<file path="config.mk">
export PLATFORM = sky130hd
export DESIGN_NAME = tx_fifo_flat
export DESIGN_NICKNAME = d
export VERILOG_FILES = /design/src/rtl/uart_pkg.sv /design/src/rtl/tx_fifo_if.sv /design/src/rtl/fifo_mem.sv /design/src/rtl/tx_fifo.sv /design/src/flat_wrapper.sv
export SDC_FILE = /design/constraint.sdc
export NUM_CORES = 1
export LEC_CHECK = 0
export CELL_PAD_IN_SITES_DETAIL_PLACEMENT = 0
export CELL_PAD_IN_SITES_GLOBAL_PLACEMENT = 1
export CORE_ASPECT_RATIO = 1.1
export CORE_MARGIN = 1
export CORE_UTILIZATION = 54
export CTS_CLUSTER_SIZE = 12
export DETAILED_ROUTE_END_ITERATION = 10
export DONT_BUFFER_PORTS = 1
export GPL_TIMING_DRIVEN = 0
export PLACE_DENSITY_LB_ADDON = 0.1
export REMOVE_ABC_BUFFERS = 1
export SETUP_SLACK_MARGIN = 0.3
export SKIP_CTS_REPAIR_TIMING = 1
export SLEW_MARGIN = 10
export SYNTH_ARGS = -nofsm -noshare
export SYNTH_HDL_FRONTEND = slang
export SYNTH_SLANG_ARGS = --single-unit
</file>
<file path="constraint.sdc">
create_clock -name i_clk -period 3.26 [get_ports i_clk]
set_input_delay 0.489 -clock i_clk [delete_from_list [all_inputs] [get_ports i_clk]]
set_output_delay 0.489 -clock i_clk [all_outputs]
set_load 0.005 [all_outputs]
</file>
<file path="src/rtl/uart_pkg.sv">
// Shared UART definitions: transmit-FIFO pop FSM states and default sizing.
package uart_pkg;

  localparam int unsigned WIDTH_DATA_DEF = 8;
  localparam int unsigned DEPTH_LOG2_DEF = 4;

  typedef enum logic [1:0] {
    TXF_IDLE,
    TXF_LOAD,
    TXF_BUSY
  } txf_state_t;

endpackage

</file>
<file path="src/rtl/tx_fifo_if.sv">
// Host-write / transmitter-handshake bundle of the UART transmit FIFO.
interface tx_fifo_if
  import uart_pkg::*;
#(
  parameter int unsigned WIDTH_DATA = WIDTH_DATA_DEF,
  parameter int unsigned DEPTH_LOG2 = DEPTH_LOG2_DEF
);

  logic                  i_we;
  logic [WIDTH_DATA-1:0] i_data;
  logic                  o_full;
  logic                  o_empty;
  logic [DEPTH_LOG2:0]   o_count;
  logic                  o_ovf;
  logic                  o_tx_we;
  logic [WIDTH_DATA-1:0] o_tx_data;
  logic                  i_tx_mty;

  modport slave (
    input  i_we, i_data, i_tx_mty,
    output o_full, o_empty, o_count, o_ovf, o_tx_we, o_tx_data
  );

  modport master (
    output i_we, i_data, i_tx_mty,
    input  o_full, o_empty, o_count, o_ovf, o_tx_we, o_tx_data
  );

endinterface

</file>
<file path="src/rtl/fifo_mem.sv">
// Storage array for tx_fifo: synchronous write, asynchronous read.
module fifo_mem
  import uart_pkg::*;
#(
  parameter int unsigned WIDTH_DATA = WIDTH_DATA_DEF,
  parameter int unsigned DEPTH_LOG2 = DEPTH_LOG2_DEF
) (
  input  logic                  i_clk,
  input  logic                  i_we,
  input  logic [DEPTH_LOG2-1:0] i_waddr,
  input  logic [WIDTH_DATA-1:0] i_wdata,
  input  logic [DEPTH_LOG2-1:0] i_raddr,
  output logic [WIDTH_DATA-1:0] o_rdata
);

  logic [WIDTH_DATA-1:0] mem_q [2**DEPTH_LOG2];

  always_ff @(posedge i_clk) begin
    if (i_we) mem_q[i_waddr] <= i_wdata;
  end

  assign o_rdata = mem_q[i_raddr];

endmodule

</file>
<file path="src/rtl/tx_fifo.sv">
// Transmit FIFO feeding the UART transmitter one byte per transmitter idle phase.
// Define TX_FIFO_OVF_EN to build the sticky overflow flag; otherwise o_ovf is tied low.
module tx_fifo
  import uart_pkg::*;
#(
  parameter int unsigned WIDTH_DATA = WIDTH_DATA_DEF,
  parameter int unsigned DEPTH_LOG2 = DEPTH_LOG2_DEF
) (
  input logic      i_clk,
  input logic      i_rst,
  tx_fifo_if.slave bus
);

  localparam int unsigned         DEPTH    = 2**DEPTH_LOG2;
  localparam logic [DEPTH_LOG2:0] CNT_FULL = (DEPTH_LOG2+1)'(DEPTH);

  logic [DEPTH_LOG2-1:0] wptr_q, wptr_d;
  logic [DEPTH_LOG2-1:0] rptr_q, rptr_d;
  logic [DEPTH_LOG2:0]   count_q, count_d;
  logic                  full_q, full_d;
  logic                  empty_q, empty_d;
  txf_state_t            state_q, state_d;
  logic                  tx_we_q, tx_we_d;
  logic [WIDTH_DATA-1:0] tx_data_q, tx_data_d;
  logic [WIDTH_DATA-1:0] rd_data;
  logic                  push;
  logic                  pop;

  fifo_mem #(
    .WIDTH_DATA (WIDTH_DATA),
    .DEPTH_LOG2 (DEPTH_LOG2)
  ) u_mem (
    .i_clk   (i_clk),
    .i_we    (push),
    .i_waddr (wptr_q),
    .i_wdata (bus.i_data),
    .i_raddr (rptr_q),
    .o_rdata (rd_data)
  );

  // Push is gated by the registered full flag, so a same-cycle pop never frees a slot for it.
  always_comb begin
    push    = bus.i_we && !full_q;
    pop     = (state_q == TXF_IDLE) && !empty_q && bus.i_tx_mty;
    wptr_d  = push ? wptr_q + DEPTH_LOG2'(1) : wptr_q;
    rptr_d  = pop  ? rptr_q + DEPTH_LOG2'(1) : rptr_q;
    count_d = count_q;
    unique case ({push, pop})
      2'b10:   count_d = count_q + (DEPTH_LOG2+1)'(1);
      2'b01:   count_d = count_q - (DEPTH_LOG2+1)'(1);
      default: count_d = count_q;
    endcase
    full_d  = (count_d == CNT_FULL);
    empty_d = (count_d == '0);
  end

  always_comb begin
    state_d   = state_q;
    tx_we_d   = 1'b0;
    tx_data_d = tx_data_q;
    unique case (state_q)
      TXF_IDLE: begin
        if (pop) begin
          tx_we_d   = 1'b1;
          tx_data_d = rd_data;
          state_d   = TXF_LOAD;
        end
      end
      TXF_LOAD: if (!bus.i_tx_mty) state_d = TXF_BUSY;
      TXF_BUSY: if (bus.i_tx_mty)  state_d = TXF_IDLE;
      default:  state_d = TXF_IDLE;
    endcase
  end

  always_ff @(posedge i_clk) begin
    if (i_rst) begin
      wptr_q    <= '0;
      rptr_q    <= '0;
      count_q   <= '0;
      full_q    <= 1'b0;
      empty_q   <= 1'b1;
      state_q   <= TXF_IDLE;
      tx_we_q   <= 1'b0;
      tx_data_q <= '1;
    end else begin
      wptr_q    <= wptr_d;
      rptr_q    <= rptr_d;
      count_q   <= count_d;
      full_q    <= full_d;
      empty_q   <= empty_d;
      state_q   <= state_d;
      tx_we_q   <= tx_we_d;
      tx_data_q <= tx_data_d;
    end
  end

`ifdef TX_FIFO_OVF_EN
  logic ovf_q, ovf_d;

  always_comb ovf_d = ovf_q || (bus.i_we && full_q);

  always_ff @(posedge i_clk) begin
    if (i_rst) ovf_q <= 1'b0;
    else       ovf_q <= ovf_d;
  end

  assign bus.o_ovf = ovf_q;
`else
  assign bus.o_ovf = 1'b0;
`endif

  assign bus.o_full    = full_q;
  assign bus.o_empty   = empty_q;
  assign bus.o_count   = count_q;
  assign bus.o_tx_we   = tx_we_q;
  assign bus.o_tx_data = tx_data_q;

endmodule

</file>
<file path="src/flat_wrapper.sv">
// flat-port wrapper written by rule: the top's interface ports become plain ports
module tx_fifo_flat import uart_pkg::*;
#(
  parameter int unsigned WIDTH_DATA = WIDTH_DATA_DEF,
  parameter int unsigned DEPTH_LOG2 = DEPTH_LOG2_DEF
)
  (i_clk, i_rst, bus_i_we, bus_i_data, bus_i_tx_mty, bus_o_full, bus_o_empty, bus_o_count, bus_o_ovf, bus_o_tx_we, bus_o_tx_data);
  tx_fifo_if #(.WIDTH_DATA(WIDTH_DATA), .DEPTH_LOG2(DEPTH_LOG2)) bus_i ();
  input logic i_clk;
  input logic i_rst;
  input wire logic [$bits(bus_i.i_we)-1:0] bus_i_we;
  input wire logic [$bits(bus_i.i_data)-1:0] bus_i_data;
  input wire logic [$bits(bus_i.i_tx_mty)-1:0] bus_i_tx_mty;
  output wire logic [$bits(bus_i.o_full)-1:0] bus_o_full;
  output wire logic [$bits(bus_i.o_empty)-1:0] bus_o_empty;
  output wire logic [$bits(bus_i.o_count)-1:0] bus_o_count;
  output wire logic [$bits(bus_i.o_ovf)-1:0] bus_o_ovf;
  output wire logic [$bits(bus_i.o_tx_we)-1:0] bus_o_tx_we;
  output wire logic [$bits(bus_i.o_tx_data)-1:0] bus_o_tx_data;
  assign bus_i.i_we = bus_i_we;
  assign bus_i.i_data = bus_i_data;
  assign bus_i.i_tx_mty = bus_i_tx_mty;
  assign bus_o_full = bus_i.o_full;
  assign bus_o_empty = bus_i.o_empty;
  assign bus_o_count = bus_i.o_count;
  assign bus_o_ovf = bus_i.o_ovf;
  assign bus_o_tx_we = bus_i.o_tx_we;
  assign bus_o_tx_data = bus_i.o_tx_data;
  tx_fifo #(.WIDTH_DATA(WIDTH_DATA), .DEPTH_LOG2(DEPTH_LOG2)) u_core (.i_clk(i_clk), .i_rst(i_rst), .bus(bus_i));
endmodule
</file>
## Word-level counts from Yosys, hierarchy flattened

Memories as Yosys holds them, arrays and structs flattened. A register that Yosys moved wholly into a read port is not among the register bits.
Cells that the tools add are included.

- $add $sub $neg: 4
- Eq/ne operators: 8
- Mux-type cells: 8
- Bitwise gates (word level): 1
- Reduce and logical (&&, ||, !) cells: 10

Operator list:

| cell | count |
|---|---|
| $pmux 5 s2 | 1 |
| $add 4x1->4 const B | 2 |
| $mux 2 | 3 |
| $pmux 2 s3 | 1 |
| $add 5x1->5 const B | 1 |
| $eq 5x5->1 const B | 1 |
| $logic_not 5->1 | 1 |
| $sub 5x1->5 const B | 1 |
| $eq 2x1->1 const B | 2 |
| $eq 2x2->1 const B | 2 |
| $ne 2x2->1 const B | 2 |
| $logic_and 1x1->1 | 3 |
| $mux 1 | 3 |
| $reduce_and 3->1 | 1 |
| $logic_not 1->1 | 2 |
| $logic_not 2->1 | 1 |
| $ne 2x1->1 const B | 1 |
| $reduce_and 2->1 | 1 |
| $reduce_or 2->1 | 1 |
| $not 1->1 | 1 |

- Register bits: 18
- Bits in writable memories: 128
- Bits of input ports: 12
- Output and inout port bits: 17
- Word-level logic and storage cells: 39
- Memories: 1

Memories:

| memory | words | width | rd ports | clocked after memory_dff | wr ports | line | text |
|---|---|---|---|---|---|---|---|
| u_core.u_mem.mem_q | 16 | 8 | 1 | 1 | 1 | fifo_mem.sv:16 | `logic [WIDTH_DATA-1:0] mem_q [2**DEPTH_LOG2];` |

## Longest topological paths before layout

- Depth in word-level cells: 6
- Depth in mapped cells: 12
- Mapped depth without buffers: 11

## Hierarchy

A second synthesis with hierarchy kept.

- Cells, all modules: 363
- Area, all modules: 6222.2 µm²

By module, submodules not included:

| module | instances | cells each | area an instance (µm²) | sequential area each (µm²) |
|---|---|---|---|---|
| fifo_mem | 1 | 221 | 4987.3 | 3843.7 |
| tx_fifo | 1 | 142 | 1234.9 | 520.5 |

## Worst setup path before layout

Ideal clock, no wire load.

- Kind: input port to flip-flop
- Start: input bus_i_tx_mty
- End: register u_core.full_q (netlist: u_core.bus.o_full)
- Library setup time: 117 ps
- Arrival time: 2605 ps
- Required time: 3143 ps
- Path slack: 538 ps
- Cell stages on the path: 9
- Buffers on the path: 1
- Cell sequence: or4b_4 clkinv_2 clkbuf_1 ha_1 a21o_1 a32oi_1 o211ai_1 xor2_1 and4bb_1

- Word-level cells in the longest chain between the ends: 4
- Elaborated cells on any way between the ends: 5
- Those cells by class: eq/ne: 3; mux: 1; reduce/logical: 1

Ends and longest elaborated chain:

| item | line | text |
|---|---|---|
| start: declaration | flat_wrapper.sv:13 | `input wire logic [$bits(bus_i.i_tx_mty)-1:0] bus_i_tx_mty;` |
| $logic_and 1x1->1 * | tx_fifo.sv:44 | `pop = (state_q == TXF_IDLE) && !empty_q && bus.i_tx_mty;` |
| $eq 2x1->1 or $eq 2x2->1 (tied branches) | tx_fifo.sv:48 | `unique case ({push, pop})` |
| $pmux 5 s2 * | tx_fifo.sv:48 |  |
| $eq 5x5->1 * | tx_fifo.sv:53 | `full_d = (count_d == CNT_FULL);` |
| end signal: assignment | tx_fifo.sv:89 | `full_q <= full_d;` |
| end: declaration | tx_fifo.sv:20 | `logic full_q, full_d;` |

Every way passes the cells marked *; elsewhere a longest branch is shown, timed or not.
A chain may end at the register's enable or synchronous reset.

## Final worst setup path

- Start: register u_core.state_q[1]
- End: register u_core.full_q (netlist: u_core.bus.o_full)

- Word-level cells in the longest chain between the ends: 6
- Elaborated cells on any way between the ends: 7
- Those cells by class: eq/ne: 3; mux: 1; reduce/logical: 3

Ends and longest elaborated chain:

| item | line | text |
|---|---|---|
| start: declaration | tx_fifo.sv:22 | `txf_state_t state_q, state_d;` |
| start signal: assignment | tx_fifo.sv:91 | `state_q <= state_d;` |
| $logic_not 2->1 * | tx_fifo.sv:44 |  |
| $logic_and 1x1->1 * (2 in series) | tx_fifo.sv:44 |  |
| $eq 2x1->1 or $eq 2x2->1 (tied branches) | tx_fifo.sv:48 |  |
| $pmux 5 s2 * | tx_fifo.sv:48 |  |
| $eq 5x5->1 * | tx_fifo.sv:53 |  |

Marks and branches as above.

==> results.tsv <==
stage	metric	value	unit
yosys	synth_edf_count	128	
grt	grt_max_degree	36	
yosys	muxShareOfSynthArea	15.0	%
detailed_routing	drcViolationCount	0	
yosys	post_synth_num_cell_types	37	
finish	final_nets	360	
yosys	synth_area_leader_cell	edfxtp_1	
finish	syn2layout_area_growth	11.6	%
timing	drv_slew	0	
yosys	async_flop_share	0	%
setup_path	startpoint_type	flop	
outcome	outcome	complete, no violations	
yosys	yosys.area_share.adder	1.63	%
yosys	synthXorXnorAreaFrac	1.57	%
pwr	p_per_area	662	nW/um2
finish	final_cells	500	
floorplanning	die-area	11800	um2
detailed_routing	viasPerCell	5.67	
clock_tree	cts_sinks	154	
setup_path	cp.buffers_inverters	1	
placed_design	dpl_cell_area	6260	um2
clock_tree	tritoncts	yes	
yosys	synthSimpleGateAreaFrac	5.45	%
timing	finalSetupViolCount	0	
timing	period_minus_slack	2.78	ns
detailed_routing	wl_per_cell	20.8	um
finish	final_cell_mix	edfxtp_1 (128), mux4_2 (40), nand2_1 (28)	
placed_design	io_buffers	0	
yosys	seq_area_frac_synth	71.3	%
timing	worstMarginPinSlew	0.824	ns
timing	max_slew_margin	44.9	%
timing	hold_violations	0	
finish	mostFrequentLayoutCell	edfxtp_1	
timing	setup_ws	0.485	ns
clock_tree	cts_buffer_depth	2	
clock_tree	root_buffer	clkbuf_16	
grt	grt_pass1_wl	16900	um
setup_path	cp_max_fo	15	
timing	timing.fmax	0.360	GHz
floorplanning	fp.dieW	104	um
setup_path	crit_family	simple AND/OR/NAND/NOR gates	
setup_path	required	3.57	ns
placed_design	hpwl	6900	um
detailed_routing	vias	2837	
floorplanning	core-area	11000	um2
finish	fillers	778	
setup_path	critPathSlowestCell	or4b_4	
pwr	totalPowerFinal	4530	uW
clock_tree	path_clk_slew	0.06	ns
yosys	yosys-top-cells-area	edfxtp_1 (63%), mux4_2 (15%), dfxtp_1 (8.5%)	
timing	clock_skew	0.00679	ns
pwr	max-vdd-ir-drop	0.000430	V
placed_design	place_ws	0.236	ns
finish	drive_gt1_share	23.8	%
hold_path	min_path_type	in -> reg	
finish	fin_area	6840	um2
run	drv_cap	0	
detailed_routing	drt_iter0_drc	220	
floorplanning	die_h	114	um
detailed_routing	wl	10400	um
floorplanning	rows	40	
detailed_routing	ant_nets	0	
clock_tree	h-tree-depth	4	
yosys	syn_area	6120	um2
setup_path	slowest_delay	0.65	ns
yosys	syn_avg_cell_area	17.9	um2
grt	grt_pass1_vias	3047	
grt	antenna_found_initial	0	
setup_path	endpoint_kind	flop	
timing	rsz0062_at_grt	no	
floorplanning	start_util	55.9	%
yosys	synth_top_area_share	62.8	%
grt	grt_use_total	19.9	%
floorplanning	ioPinCount	29	
yosys	ys.flop_type	edfxtp_1	
yosys	synth_cells	342	
clock_tree	insertion_delay	0.41	ns
yosys	synth_top_family_by_area	multiplexers	
clock_tree	cts_made_buffers	17	
placed_design	place_inst	468	
detailed_routing	drt-pass1-iter-count	4	
placed_design	gp_congestion	0.730	
setup_path	crit_type	reg -> reg	
grt	grt_overflow_total	0	
finish	diodes	0	
pwr	p_leak	0.00219	uW
yosys	ys_ff_latch	154	
yosys	ys_warn_count	0	
setup_path	path_cells	or4b_4 -> clkinv_2 -> ha_1 -> a21o_1 -> a32oi_1 -> o211ai_1 -> xor2_1 -> and4bb_1	
setup_path	crit_arrival	3.09	ns
timing	fin_crit_sh	85.1	%
yosys	synth_compound_area_share	3.15	%
[cell usage after synthesis (2+ instances only)]
cell type and instances:
clkbuf_1 16, edfxtp_1 128, inv_1 3, ha_1 8, a21o_1 3, mux4_2 40, nand2b_1 3, nor2b_1 4
nor3_1 6, mux2i_1 2, buf_2 5, xnor2_1 5, nand4_1 2, nand2_1 28, xor2_1 6, dfxtp_1 26
nor2_1 24, a21oi_1 14
[worst paths after layout]
kind,cells past startpoint,endpoint,start,slack (ns)
max,8,u_core.bus.o_full,u_core.state_q[1],0.48
min,1,u_core.wptr_q[1],i_rst,0.14
max reg2reg,8,u_core.bus.o_full,u_core.state_q[1],0.48
min reg2reg,1,u_core.state_q[0],u_core.state_q[1],0.48
[kinds of logic after synthesis]
| group | Yosys count |
|---|---|
| flip-flops | 154 |
| AND/OR/NAND/NOR | 72 |
| multiplexers | 42 |
| AO/OA/AOI/OAI | 27 |
| buffers and inverters | 27 |
| XOR/XNOR | 11 |
| adder cells (fa/ha/maj) | 8 |
| other | 1 |
[routing by layer]
layer | routed length, um | share of wire [%] | global-route usage, % | vias up
li1 | - | - | - | 1331
met1 | 4890 | 47 | 26.5 | 1450
met2 | 5090 | 49 | 32.0 | 46
met3 | 275 | 2.6 | 5.26 | 10
met4 | 127 | 1.2 | 6.96 | 0
met5 | 0 | 0 | 0 | -
[metrics by stage]
| stage | TNS (ns) | util, % | hold slack (ns) |
|---|---|---|---|
| 6_report | 0 | 62.4 | 0.136 |
| 5_1_grt | 0 | 62.4 | 0.114 |
| 4_1_cts | 0 | 62.4 | 0.120 |
| 3_5_place_dp | 0 | 57.1 | 0.474 |
| 3_3_place_gp | -2.42 | 56.7 | 0.453 |
| 2_1_floorplan | 0 | - | 0.442 |
[layout make-up]
cell class	count	area, um2	share of cell area, %
multi-input combinational	161	1670	24.4
clock inverter	14	145	2.12
sequential	154	4370	63.9
clock buffer	18	429	6.28
timing repair buffer	1	20.0	0.293
inverter	5	20.0	0.293
tap	147	184	2.69
[where the power goes]
group / total (uW) / switching [uW] / internal [uW]
Clock: 1900 / 771 / 1130
Sequential: 2280 / 88.8 / 2190
Combinational: 348 / 156 / 193
[state kept, by name, indices dropped and copies added (netlist names)]
name and cells:
u_core.bus.o_count 5, u_core.bus.o_empty 1, u_core.bus.o_full 1, u_core.bus.o_tx_data 8
u_core.bus.o_tx_we 1, u_core.rptr_q 4, u_core.state_q 2, u_core.u_mem.mem_q 128
u_core.wptr_q 4
[worst register-to-register path, stage by stage, from the launching register on]
cell,delay (ns)
dfxtp_1,0.33
or4b_4,0.65
clkinv_2,0.25
ha_1,0.37
a21o_1,0.22
a32oi_1,0.12
o211ai_1,0.25
xor2_1,0.24
and4bb_1,0.24
(Power assumes the default switching activity.)
